## src/rtl/inter_slave_port.sv

```systemverilog
// inter_slave_port: slave endpoint of the inter bus; delayed ready, commit into a local
// register file, readback, saturating write counter and sticky protocol error flags.
module inter_slave_port #(
    parameter int READY_DELAY = 2,
    parameter int ADDR_W      = 3,
    parameter int DATA_W      = 3,
    parameter int CNT_W       = 8
) (
    input  logic              clk,
    input  logic              rst_n,
    input  logic              valid_in,
    input  logic [ADDR_W-1:0] addr_in,
    input  logic [DATA_W-1:0] value_in,
    input  logic              handshake_in,
    output logic              ready,
    output logic              wr_pulse,
    output logic [ADDR_W-1:0] wr_addr,
    output logic [DATA_W-1:0] wr_data,
    input  logic [ADDR_W-1:0] rd_addr,
    output logic [DATA_W-1:0] rd_data,
    output logic [CNT_W-1:0]  wr_count,
    output logic              err_abort,
    output logic              err_spur
);
    typedef enum logic [1:0] {IDLE, WAIT, RDY} state_t;

    state_t            state, state_nx;
    logic [3:0]        cnt, cnt_nx;
    logic              commit, abort, spur;
    logic [DATA_W-1:0] regs [2**ADDR_W];

    always_comb begin
        state_nx = state;
        cnt_nx   = cnt;
        commit   = 1'b0;
        abort    = 1'b0;
        case (state)
            IDLE: if (valid_in) begin
                state_nx = (READY_DELAY == 0) ? RDY : WAIT;
                cnt_nx   = (READY_DELAY == 0) ? 4'd0 : 4'(READY_DELAY - 1);
            end
            WAIT: if (!valid_in) begin
                state_nx = IDLE;
                abort    = 1'b1;
            end else if (cnt == 4'd0) begin
                state_nx = RDY;
            end else begin
                cnt_nx = cnt - 4'd1;
            end
            RDY: if (handshake_in) begin
                state_nx = IDLE;
                commit   = 1'b1;
            end else if (!valid_in) begin
                state_nx = IDLE;
                abort    = 1'b1;
            end
            default: state_nx = IDLE;
        endcase
    end

    assign spur    = handshake_in && (state != RDY);
    // Drop ready in the handshake cycle so the interconnect never latches a stale 1.
    assign ready   = (state == RDY) && !handshake_in;
    assign rd_data = regs[rd_addr];

    always_ff @(posedge clk or negedge rst_n) begin
        if (!rst_n) begin
            state     <= IDLE;
            cnt       <= 4'd0;
            wr_pulse  <= 1'b0;
            wr_addr   <= '0;
            wr_data   <= '0;
            wr_count  <= '0;
            err_abort <= 1'b0;
            err_spur  <= 1'b0;
            for (int i = 0; i < 2**ADDR_W; i++) regs[i] <= '0;
        end else begin
            state     <= state_nx;
            cnt       <= cnt_nx;
            wr_pulse  <= commit;
            err_abort <= err_abort | abort;
            err_spur  <= err_spur | spur;
            if (commit) begin
                regs[addr_in] <= value_in;
                wr_addr       <= addr_in;
                wr_data       <= value_in;
                if (!(&wr_count)) wr_count <= wr_count + 1'b1;
            end
        end
    end
endmodule

```

## config.mk

```make
export PLATFORM = sky130hd
export DESIGN_NAME = inter_slave_port
export DESIGN_NICKNAME = d
export VERILOG_FILES = /design/src/rtl/inter_slave_port.sv
export SDC_FILE = /design/constraint.sdc
export NUM_CORES = 1
export LEC_CHECK = 0
export ABC_AREA = 1
export BUFFER_PORTS_ARGS = -buffer_cell sky130_fd_sc_hd__clkbuf_2
export CAP_MARGIN = 20
export CORE_ASPECT_RATIO = 1.25
export CORE_MARGIN = 10
export CORE_UTILIZATION = 51
export DETAILED_ROUTE_END_ITERATION = 10
export HOLD_SLACK_MARGIN = 0.06
export PLACE_DENSITY = 0.75
export SETUP_SLACK_MARGIN = 0.3
export SLEW_MARGIN = 20
export SYNTH_ARGS = -nofsm -noshare
export SYNTH_HDL_FRONTEND = slang
export SYNTH_SLANG_ARGS = --single-unit
```

## constraint.sdc

```tcl
create_clock -name clk -period 1.13 [get_ports clk]
set_input_delay 0 -clock clk [delete_from_list [all_inputs] [get_ports clk]]
set_output_delay 0 -clock clk [all_outputs]
set_load 0.005 [all_outputs]
```

# == After elaboration in Yosys (flattened, before gate mapping) ==
# Index checks and enable logic that the tools add are counted.
# totals
word_cells,66
out_inout_bits,21
regBits,47
in_bits,13
# classes
order_cmp,3
mux,21
n_reduce_logical,11
bitwise,5
n_eq_ne,8
add_sub_neg,2
# op_table
op,n
24-bit bitwise mux,1
4-bit 2-to-1 mux,3
2-bit 2-to-1 mux,5
3-bit binary-select mux with 3-bit select,1
3-bit demux with 3-bit select,1
3-bit 2-to-1 mux,3
"8-bit by 1-bit adder with 8-bit output, second input constant",1
"4-bit >= comparator, second input constant",2
"2-bit != test, second input constant",4
3-bit NOT with 4-bit output,2
4-bit one-hot mux with 2 select lines,1
8-bit AND reduction,1
"3-bit != test, second input constant",2
2-bit one-hot mux with 3 select lines,1
4-bit logical NOT,1
"4-bit by 1-bit < comparator with 1-bit output, second input constant",1
1-bit 2-to-1 mux,4
4-bit AND reduction,1
"4-bit by 1-bit subtractor with 4-bit output, second input constant",1
1-bit logical AND,3
3-bit AND reduction,1
"2-bit by 1-bit equality test with 1-bit output, second input constant",1
"2-bit equality test, second input constant",1
2-bit logical NOT,1
other kinds (6),7

# == Depth between registers and ports, before layout ==
# depth
depth_word,6
mapped_depth,8
mapped_depth_nobuf,8

# == Least setup slack after synthesis ==
# OpenSTA, ideal clock, no wires.
# synth_path
kind,reg-to-reg
start,reg state[0]
end,reg wr_addr[1]
period_less_slack_ns,1.219
arrival_ns,1.087
path_stages_with_launch,6
setup_ns,0.132
required_time_ns,0.998
path_slack_ns,-0.089
path_buffers,1
cell_sequence,dfrtp_1 inv_1 ha_1 nand2_2 clkbuf_1 o21ai_0
# synth_between
elab_chain_len,2
# synth_rtl
element,line,rtl
start: declaration,27,"state_t state, state_nx;"
start signal: assignment,78,state <= state_nx;
2-bit equality test,37,case (state)
1-bit 2-to-1 mux,37,
end signal: assignment,85,wr_addr <= addr_in;
end: declaration,17,"output logic [ADDR_W-1:0] wr_addr,"
# Every way passes these cells.
# A chain may end at the register's enable or synchronous reset.

# == Worst setup path in the final report ==
# layout_path
start,reg state[0]
end,reg regs[15] in the netlist's numbering
# layout_between
elab_chain_len,2
# layout_rtl
element,line,rtl
2-bit equality test,37,
1-bit 2-to-1 mux,37,
end signal: indexed assignment,84,regs[addr_in] <= value_in;
end: declaration,30,logic [DATA_W-1:0] regs [2**ADDR_W];
# Every way passes these cells.

==> impl_metrics.yaml <==
die:
  die_x_um: 81.0
  die-area_um2: 7790
  dieHeight_um: 96.2
  rows: 27
  core-area_um2: 4460
  initial_core_util_pct: 53.2
  io_pins: 34
routing:
  routed_wl_um: 6090
  routedWlPerCell_um: 14.1
  vias_per_cell: 5.07
  drc: 0
  firstDrtPassIters: 4
  via_count: 2194
  wl_met1_um: 2420
  top_layer_used: "met4"
  dr_wl_met2_um: 3330
  dr_wl_met3_um: 224
  drtIter0Drc: 125
  antenna_left: 0
timing:
  setup_violations: 48
  setup_slack_ns: -0.207
  slew_headroom_pct: 75.3
  finClkSkew_ns: 0.00570
  rsz0062_at_grt: "true"
  fmax_mhz: 748
  period_needed_ns: 1.34
  slew_viol_final: 0
  tightest_slew_ns: 0.369
  finalHoldViolCount: 0
  finalCritPeriodShare_pct: 118
logic_synthesis:
  synth_cell_types: 25
  synth-seq-cells: 47
  syn-cell-area_um2: 2370
  ys_warn_count: 0
  post-synth-top-area-cell: "dfrtp_1"
  yosysMostFrequentCell: "nand2_1"
  netlist_top_cells_count: "98 x nand2_1, 47 x dfrtp_1, 29 x nor2_1"
  avgSynthCellArea_um2: 8.01
  yosysSeqAreaShare_pct: 49.6
  synth_nets: 315
  synth_flop_cell: "dfrtp_1"
  syn-instance-count: 296
  synth.area.top_cells: "dfrtp_1 50%, nand2_1 16%, o21ai_1 5.3%"
  synth_top_area_share_pct: 49.6
  synth_edf_count: 0
  async_flop_share_pct: 100
cts:
  numCtsBuffers: 5
  clk_path_buf_depth: 2
  clock_sinks: 47
  tritoncts: "built"
  clkTransAtPathRegs_ns: 0.10
  htreeDepth: 2
  clk_latency_ns: 0.31
  cts-root-buf: "clkbuf_8"
global_route:
  grt_pass1_vias: 2264
  grt_pass1_wl_um: 10100
  overflow: 0
  grtUsageTotal_pct: 16.4
  grt_max_degree: 48
  antenna_found_initial: 0
layout:
  final_cells: 433
  multi_input_area_um2: 1220
  area_delta_synth_final_pct: 39.8
  register_area_um2: 1180
  fin_area_um2: 3320
  n_antenna_cell: 0
  drive_above_1_share_pct: 36.3
  nFillCells: 330
  fin_nets: 393
  fin_util_pct: 74.4
place:
  hpwl_um: 4040
  gp_congestion: 0.853
  dp_cells: 405
  io_buffer_count: 33
  place_worst_setup_slack_ns: -0.138
  postPlaceCellArea_um2: 2800
power:
  power_mw: 7.43
  leakagePower_nw: 1.69
  p_per_area_nw_per_um2: 2240
  ir_worst_vdd_uv: 1390
status:
  status: "complete, but fails checks"
  violations: "negative setup slack"
setup_path:
  crit_path_end_kind: "flop"
  cp_max_fo: 6
  cp.required_ns: 1.31
  worstPathArrival_ns: 1.52
  worst-setup-path-type: "reg2reg"
  worstSetupStartpointType: "flop"
  rr_worst_depth: 7
run:
  maxCapViolCount: 0
worst_hold_path:
  whs_path_depth: 4
  hold_class: "in2reg"
==> registers in the layout, summed over array words and instances (netlist names) <==
name / flops
wr_addr: 3
state: 2
regs: 24
wr_count: 8
err_abort: 1
wr_data: 3
wr_pulse: 1
cnt: 4
err_spur: 1
==> repair_timing <==
item                       4_1_cts  5_1_grt
hold endpoints to repair        53        0
setup buffers                    8        6
gates resized for setup         38       25
cloned                           1        0
pin swaps                        9        1
setup endpoints to repair       60       65
hold buffers                     5        0
==> metal layers <==
layer  global-route usage [%]  vias up
met5                        0        -
met3                     3.64       12
met4                     5.92        0
li1                         -     1094
met1                     17.8     1058
met2                     30.5       30
==> critical path, cell delays in order (launching register included) <==
cell	delay, ns
dfrtp_1	0.40
inv_2	0.08
ha_4	0.18
nand2_8	0.07
nor2_4	0.19
nand2_2	0.13
nand2_1	0.09
o21ai_1	0.06
==> cell usage in the layout (no fill, tap or decap), types with 3 or more instances in the layout <==
| cell type | Yosys | layout |
|---|---|---|
| nor2_1 | 29 | 26 |
| buf_6 | 1 | 17 |
| nand2_4 | 1 | 4 |
| ha_4 | 0 | 3 |
| dfrtp_1 | 47 | 46 |
| nand2_1 | 98 | 82 |
| o211ai_1 | 3 | 3 |
| inv_1 | 26 | 20 |
| dlygate4sd3_1 | 0 | 5 |
| buf_2 | 2 | 5 |
| o21ai_0 | 16 | 7 |
| nand3_1 | 12 | 7 |
| o21ai_1 | 25 | 34 |
| nand3_2 | 0 | 5 |
| nor2_4 | 4 | 5 |
| clkbuf_8 | 0 | 5 |
| nand2_2 | 10 | 23 |
| clkbuf_2 | 0 | 22 |
| inv_2 | 3 | 7 |
| buf_4 | 0 | 24 |
==> area by class of cell <==
class	count	share of cell area (%)
Sequential cell	47	35.5
Inverter	30	4.08
Clock inverter	3	2.04
Clock buffer	5	2.08
Tap cell	58	2.19
Timing Repair Buffer	74	17.4
Multi-Input combinational cell	216	36.7
==> where the power goes <==
group | internal (mW) | total, mW | switching, mW | leakage, nW
combinational | 1.58 | 3.14 | 1.56 | 1.01
sequential | 2.36 | 2.81 | 0.451 | 0.611
clock | 0.882 | 1.48 | 0.597 | 0.0644
==> stage by stage <==
stage	TNS (ns)	hold WS [ns]
final	-6.55	0.0635
after global routing	-10.67	0.0648
after CTS	-5.09	0.0674
after detailed placement	-3.97	0.00622
after global placement	-2.99	0.00282
after floorplan	-1.73	-0.296
==> logic make-up (layout without fill, tap and decap cells) <==
kind of cell               after synthesis  after routing  share of synthesized area, %
buffers and inverters                   34            112                          5.91
adders and majority gates                6              6                          3.17
and+or+nand+nor                        159            160                          29.6
AOI/OAI and AO/OA                       46             46                          10.3
DFF                                     47             47                          49.6
xor gates and xnor gates                 4              4                          1.48
==> path summary, 6_finish.rpt <==
check	to	slack, ns	start
worst max-delay path	regs[15]	-0.21	state[0]
worst min-delay path	regs[4]	0.06	addr_in[0]
worst max register to register	regs[15]	-0.21	state[0]
worst min register to register	err_spur	0.46	err_spur
max in group asynchronous	wr_count[4]	0.70	rst_n
min in group asynchronous	cnt[0]	0.20	rst_n
Power figures use the tool's default switching activity.
